<file path="src/rtl/fb_write_scheduler.sv">
// fb_write_scheduler
//   Owns the single write port of the dual-port frame buffer. Each cycle it picks
//   at most one write from three sources and registers the winner onto ram_*
//   (one cycle of latency):
//     - the built-in clear sequencer (owns the port while a clear runs),
//     - the camera capture stream (priority, cannot be stalled),
//     - the processing engine (valid/ready handshake via proc_req/proc_gnt).
//   Writes to addresses >= NPIX never reach the buffer. They raise the sticky
//   oor_err flag, and dropped camera pixels are counted in drop_cnt.
//
// Ports
//   clk, rst               system clock, synchronous active-high reset
//   cam_we/addr/data       camera pixel stream (one pixel per cycle, no backpressure)
//   proc_req/addr/data     processing write request, held stable until granted
//   proc_gnt               combinational grant; a transfer occurs on proc_req & proc_gnt
//   clr_start              pulse: fill the whole frame with CLR_VAL
//   clr_busy, clr_done     clear in progress / one-cycle pulse after the last clear write
//   ram_we/addr/data       registered drive of the buffer write port
//   drop_cnt               saturating count of dropped camera pixels
//   oor_err                sticky out-of-range write attempt flag
module fb_write_scheduler #(
    parameter int unsigned   AW      = 15,
    parameter int unsigned   DW      = 8,
    parameter int unsigned   NPIX    = 19200,
    parameter logic [DW-1:0] CLR_VAL = '0
) (
    input  logic          clk,
    input  logic          rst,
    input  logic          cam_we,
    input  logic [AW-1:0] cam_addr,
    input  logic [DW-1:0] cam_data,
    input  logic          proc_req,
    input  logic [AW-1:0] proc_addr,
    input  logic [DW-1:0] proc_data,
    output logic          proc_gnt,
    input  logic          clr_start,
    output logic          clr_busy,
    output logic          clr_done,
    output logic          ram_we,
    output logic [AW-1:0] ram_addr,
    output logic [DW-1:0] ram_data,
    output logic [15:0]   drop_cnt,
    output logic          oor_err
);

    typedef enum logic [1:0] {
        S_RUN,
        S_CLEAR,
        S_DONE
    } state_t;

    // One extra bit so that NPIX == 2**AW still compares correctly.
    localparam logic [AW:0]   NPIX_W   = (AW+1)'(NPIX);
    localparam logic [AW-1:0] LAST_PIX = AW'(NPIX - 1);

    state_t        state_q, state_d;
    logic [AW-1:0] cnt_q, cnt_d;
    logic          ram_we_q;
    logic [AW-1:0] ram_addr_q;
    logic [DW-1:0] ram_data_q;
    logic [15:0]   drop_cnt_q;
    logic          oor_err_q;
    logic          clr_busy_q;
    logic          clr_done_q;

    logic          cam_inr;
    logic          proc_inr;
    logic          cam_win;
    logic          sel_we;
    logic [AW-1:0] sel_addr;
    logic [DW-1:0] sel_data;
    logic          gnt;
    logic          drop_inc;
    logic          oor_set;

    assign cam_inr  = ({1'b0, cam_addr}  < NPIX_W);
    assign proc_inr = ({1'b0, proc_addr} < NPIX_W);
    assign cam_win  = cam_we && cam_inr;

    always_comb begin
        state_d  = state_q;
        cnt_d    = cnt_q;
        sel_we   = 1'b0;
        sel_addr = '0;
        sel_data = '0;
        gnt      = 1'b0;
        drop_inc = 1'b0;
        oor_set  = 1'b0;

        unique case (state_q)
            S_RUN, S_DONE: begin
                if (cam_win) begin
                    sel_we   = 1'b1;
                    sel_addr = cam_addr;
                    sel_data = cam_data;
                end else if (cam_we) begin
                    drop_inc = 1'b1;
                    oor_set  = 1'b1;
                end

                if (state_q == S_RUN) begin
                    // An out-of-range request is still granted (and discarded)
                    // so the engine cannot hang, but only when the camera did
                    // not win this cycle.
                    if (!cam_win && proc_req) begin
                        gnt = 1'b1;
                        if (proc_inr) begin
                            sel_we   = 1'b1;
                            sel_addr = proc_addr;
                            sel_data = proc_data;
                        end else begin
                            oor_set = 1'b1;
                        end
                    end
                    if (clr_start) begin
                        state_d = S_CLEAR;
                        cnt_d   = '0;
                    end
                end else begin
                    state_d = S_RUN;
                end
            end

            S_CLEAR: begin
                sel_we   = 1'b1;
                sel_addr = cnt_q;
                sel_data = CLR_VAL;
                drop_inc = cam_we;
                cnt_d    = cnt_q + 1'b1;
                if (cnt_q == LAST_PIX) begin
                    state_d = S_DONE;
                end
            end

            default: begin
                state_d = S_RUN;
            end
        endcase

        if (rst) begin
            gnt = 1'b0;
        end
    end

    always_ff @(posedge clk) begin
        if (rst) begin
            state_q    <= S_RUN;
            cnt_q      <= '0;
            ram_we_q   <= 1'b0;
            ram_addr_q <= '0;
            ram_data_q <= '0;
            drop_cnt_q <= '0;
            oor_err_q  <= 1'b0;
            clr_busy_q <= 1'b0;
            clr_done_q <= 1'b0;
        end else begin
            state_q  <= state_d;
            cnt_q    <= cnt_d;
            ram_we_q <= sel_we;
            if (sel_we) begin
                ram_addr_q <= sel_addr;
                ram_data_q <= sel_data;
            end
            if (drop_inc && (drop_cnt_q != 16'hFFFF)) begin
                drop_cnt_q <= drop_cnt_q + 16'd1;
            end
            if (oor_set) begin
                oor_err_q <= 1'b1;
            end
            clr_busy_q <= (state_d == S_CLEAR);
            clr_done_q <= (state_d == S_DONE);
        end
    end

    assign proc_gnt = gnt;
    assign clr_busy = clr_busy_q;
    assign clr_done = clr_done_q;
    assign ram_we   = ram_we_q;
    assign ram_addr = ram_addr_q;
    assign ram_data = ram_data_q;
    assign drop_cnt = drop_cnt_q;
    assign oor_err  = oor_err_q;

endmodule

</file>
<file path="config.mk">
export PLATFORM = sky130hd
export DESIGN_NAME = fb_write_scheduler
export DESIGN_NICKNAME = d
export VERILOG_FILES = /design/src/rtl/fb_write_scheduler.sv
export SDC_FILE = /design/constraint.sdc
export NUM_CORES = 1
export LEC_CHECK = 0
export CORE_UTILIZATION = 46
export DETAILED_ROUTE_END_ITERATION = 7
export DONT_BUFFER_PORTS = 1
export PLACE_DENSITY = 0.69
export SETUP_SLACK_MARGIN = 0.4
export SLEW_MARGIN = 30
export SYNTH_ARGS = -nofsm -noshare
export SYNTH_HDL_FRONTEND = slang
export SYNTH_SLANG_ARGS = --single-unit
</file>
<file path="constraint.sdc">
create_clock -name clk -period 4.5 [get_ports clk]
set_input_delay 0.675 -clock clk [delete_from_list [all_inputs] [get_ports clk]]
set_output_delay 0.675 -clock clk [all_outputs]
set_load 0.05 [all_outputs]
</file>
---- Word-level counts from Yosys, hierarchy flattened ----
Index checks and enable logic that the tools add are counted.
W data, S select, Z words.
word-level totals
  register bits ........................... 60
  latch bits .............................. 0
  RAM bits ................................ 0
  bits in read-only memories .............. 0
  logic and storage cells ................. 62
  memories kept ........................... 0
cells by class
  add/sub/neg operators ................... 2
  multiply operators ...................... 0
  divide/modulo/power cells ............... 0
  magnitude comparators ................... 2
  eq/ne operators ......................... 8
  shifts and indexed selects .............. 0
  mux-type cells .......................... 33
  bitwise operators ....................... 0
  reductions and logical operators ........ 8
operator list
  kind                     count
  $mux W15                 6
  $pmux W15 S2             2
  $mux W8                  5
  $lt A15 B15 Y1 const B   2
  $add A16 B1 Y16 const B  1
  $ne A16 B16 Y1 const B   1
  $add A15 B1 Y15 const B  1
  $eq A15 B15 Y1 const B   1
  $mux W1                  14
  $mux W2                  3
  $eq A2 B1 Y1 const B     2
  $eq A2 B2 Y1 const B     2
  $ne A2 B2 Y1 const B     2
  $pmux W1 S2              2
  $pmux W2 S2              1
  $logic_and A1 B1 Y1      3
  $reduce_and A3 Y1        1
  $logic_not A2 Y1         1
  $reduce_bool A2 Y1       1
  $reduce_or A2 Y1         1
  $logic_not A1 Y1         1

---- Logic depth before layout (Yosys ltp) ----
  depth in word-level cells ............... 8
  mapped depth ............................ 7
  mapped depth without buffers ............ 6

---- Worst setup path before layout ----
OpenSTA, ideal clock, no wires.
  path kind ............................... reg2reg
  from .................................... register drop_cnt_q[3], in the netlist drop_cnt[3]
  to ...................................... register drop_cnt_q[13], in the netlist drop_cnt[13]
  library setup time ...................... 0.121 ns
  arrival time ............................ 2.028 ns
  required time ........................... 4.379 ns
  slack ................................... 2.351 ns
  cell stages (with the launch flop) ...... 6
  period minus slack after synthesis ...... 2.149 ns
  cells stage by stage .................... dfxtp_1 and4_4 nand2_1 or3_1 nor3_1 mux2_2
on the way
  longest elaborated chain between the ends .. 2
  elaborated cells between the ends (all ways) .. 3
  classes of those cells .................. add/sub (1); eq/ne (1); reduce/logical (1)
RTL lines
  item                                                                     line  source
  start, declared                                                          61    logic [15:0] drop_cnt_q;
  start signal, assigned                                                   165   drop_cnt_q <= drop_cnt_q + 16'd1;
  parallel branches: the longest is 2 deep, another holds $add A16 B1 Y16  -
Several ways; the timed one is not identified.
A chain may end at the register's enable or synchronous reset.

---- Final worst setup path ----
Same ends and word-level chain as after synthesis.

==> flow_summary_export.csv <==
group,metric,value,unit
timing,fin_worst_skew,0.0113,ns
grt,gr-total-overflow,0,
synthesis,yosys_most_used_dff,"dfxtp_1",
grt,grt_pass1_vias,2526,
place,post_dp_cell_area,3060,um2
worst_setup_path,max_stage_delay,0.77,ns
clocking,cts_hold_buf,0,
final_layout,design_area,3300,um2
floorplan,rows,29,
route,vias,2891,
synthesis,ys_seq_area_share,39.0,%
synthesis,ys_ff_latch,60,
worst_setup_path,crit_fanout,22,
route,route.detailed.drc,23,
grt,grt_pass1_wl,12800,um
clocking,root_buffer,"clkbuf_8",
worst_setup_path,worst_ep_required_time,4.72,ns
timing,layout_min_cycle_time,2.50,ns
power,p_leak,1.12,nW
clocking,clk_latency,0.33,ns
timing,drv_slew,0,
timing,rsz0062_at_grt,"false",
route,first_iter_violations,211,
synthesis,async_flop_share,0,%
flow_run,maxCapViolCount,0,
power,power.total,1.32,mW
synthesis,post-synth-top-area-fraction,39.0,%
worst_setup_path,r2r_cells,5,
synthesis,synth_cell_types,59,
clocking,clock_sinks,60,
floorplan,die-area,7030,um2
grt,grt_start_max_net_pins,56,
power,p_comb_share,7.9,%
synthesis,synth_nets,417,
worst_setup_path,r2r-end,"drop_cnt[13]",
grt,antenna_found_initial,0,
synthesis,ys_warn_count,0,
floorplan,start_util,48.0,%
power,ir_worst_vdd,0.000153,V
timing,finalHoldViolCount,0,
synthesis,post-synth-top-count-cell,"dfxtp_1",
worst_setup_path,endpoint_kind,"register",
timing,worst_pin_slew,0.890,ns
power,p_int,0.947,mW
clocking,cts_resized,0,
worst_setup_path,worstSetupEndpoint,"drop_cnt[13]",
worst_setup_path,path_delay_family,"simple AND/OR/NAND/NOR gates",
final_layout,layout-drive-gt1-share,10.6,%
place,place_hpwl,5470,um
clocking,cts_buffer_depth,2,
worst_setup_path,arrival,2.72,ns
power,swShare,28.3,%
route,dr.pass1.iters,8,
final_layout,area_growth_syn_to_layout,7.02,%
power,powerDensity,400,nW/um2
final_layout,ff_latch_area,1200,um2
floorplan,ios,95,
synthesis,yosysTopAreaCell,"dfxtp_1",
synthesis,synthMuxAreaShare,2.88,%
floorplan,die_height,83.9,um
timing,slew_headroom,40.7,%
clocking,clk_pin_slew,0.07,ns
worst_setup_path,critPathLaunchType,"register",
route,postRouteAntennaNets,0,
final_layout,multi_input_area,1730,um2
final_layout,antenna_cells_inserted,0,
worst_setup_path,critPathSlowestCell,"dfxtp_1",
worst_setup_path,cp.depth,5,
worst_setup_path,r2r_slack,2.00,ns
power,seq_power_share,48.9,%
timing,post-route-period-util,55.6,%
place,place.gp.congestion,0.843,
route,routed_wl,7900,um
final_layout,nets,405,
status,violations,"DRC",
synthesis,yosys-top-cells-area,"dfxtp_1 39%, a21oi_1 6.2%, a22oi_1 4.9%",
floorplan,coreArea,6420,um2
power,pwr-share-clk,43.2,%
clocking,cts_setup_buffers,0,
synthesis,synth_xor_area_share,0,%
worst_setup_path,r2r-start,"drop_cnt[3]",
clocking,cts-buffers-inserted,9,
timing,fin_setup_tns,0,ns
synthesis,synthTopCellsByCount,"60 x dfxtp_1, 38 x a21oi_1, 27 x nor2_1, 26 x nand3_1, 20 x a22oi_1",
synthesis,synthSimpleGateAreaFrac,24.1,%
worst_setup_path,crit_path_start,"drop_cnt[3]",
synthesis,synth-edff-count,0,
worst_setup_path,path_cells,"and4_4 -> nand4_4 -> nor3_4 -> nor3_1 -> mux2_2",
route,wire_per_inst,18.2,um
grt,track_usage,22.8,%
status,status,"finished with violations",
route,via_per_inst,6.66,
worst_setup_path,cp_num_buf_inv,0,
clocking,htreeDepth,3,
synthesis,syn_inst,364,
timing,finalSetupViolations,0,
synthesis,synth_top_family_by_area,"compound AO/OA/AOI/OAI gates",
hold_path,hold_class,"in2reg",
clocking,cts_tree,"done",
power,p_sw,0.373,mW
worst_setup_path,worstSetupPathType,"reg2reg",
final_layout,fill_cells,618,
synthesis,synth_compound_area_share,28.4,%
synthesis,synth_area,3080,um2
synthesis,yosys.area_share.adder,0.812,%
synthesis,syn_area_per_cell,8.47,um2
timing,fmax,399,MHz
place,port-buffer-count,0,
floorplan,die_w,83.9,um
==> stage by stage <==
| stage | cells | hold slack, ns | worst slack (ns) | util (%) |
|---|---|---|---|---|
| 2_1_floorplan | 364 | 0.458 | 2.35 | - |
| 3_3_place_gp | 418 | 0.468 | 1.98 | 47.7 |
| 3_5_place_dp | 418 | 0.468 | 1.95 | 47.7 |
| 4_1_cts | 434 | 0.391 | 2.00 | 51.4 |
| 5_1_grt | 434 | 0.387 | 1.87 | 51.4 |
| 6_report | 434 | 0.410 | 2.00 | 51.4 |
==> power groups by stage <==
stage / Combinational, mW / Sequential [mW] / Clock [mW]
floorplan: 0.0960 / 0.651 / 0
global placement: 0.102 / 0.657 / 0
detailed placement: 0.104 / 0.657 / 0
CTS: 0.104 / 0.645 / 0.579
global route: 0.119 / 0.648 / 0.607
finish: 0.105 / 0.646 / 0.571
==> cells by family after synthesis <==
logic type                 Yosys count
and+or+nand+nor                    134
AOI/OAI and AO/OA                  130
DFF                                 60
buffers and inverters               30
muxes                                8
adders and majority gates            2
==> worst min-delay path by stage <==
stage | start | to | depth (start not counted)
after floorplan | cnt_q[13] | cnt_q[13] | 2
after global placement | cnt_q[13] | cnt_q[13] | 2
after detailed placement | cnt_q[13] | cnt_q[13] | 2
after CTS | rst | drop_cnt[7] | 1
after global routing | rst | drop_cnt[3] | 1
final | rst | drop_cnt[4] | 1
==> metal layers <==
| layer | global-route usage [%] | wire, um | vias up |
|---|---|---|---|
| met3 | 8.01 | 882 | 6 |
| met5 | 0 | 0 | - |
| met2 | 32.5 | 3500 | 147 |
| met1 | 31.6 | 3460 | 1361 |
| li1 | - | - | 1377 |
| met4 | 7.99 | 57 | 0 |
==> flip-flops by register name, summed over array words and instances (netlist names) <==
signal	count
state_q	2
ram_data	8
ram_we	1
drop_cnt	16
oor_err	1
clr_busy	1
ram_addr	15
clr_done	1
cnt_q	15
==> layout make-up <==
type,instances,area share [%]
repair buffers,2,0.455
clock buffers,12,5.01
well taps,77,2.92
multi-input cells,274,52.5
clock inverters,4,2.12
flip-flops and latches,60,36.4
inverters,5,0.569
==> layout by cell type, fill, tap and decap left out, types with 7 or more instances in the layout <==
cell type,synthesis,routed
a21oi_1,38,38
a22oi_1,20,20
a31oi_1,7,7
and3_1,7,7
clkbuf_8,0,12
dfxtp_1,60,60
mux2_2,7,7
nand2_1,18,18
nand3_1,26,26
nor2_1,27,27
nor2b_1,7,7
nor3_1,7,7
o21ai_0,18,18
o31ai_1,14,14
==> worst reg2reg max path: stages (launching register included) <==
cell	delay (ns)
dfxtp_1	0.77
and4_4	0.39
nand4_4	0.15
nor3_4	0.64
nor3_1	0.14
mux2_2	0.31
Power figures use the tool's default switching activity.
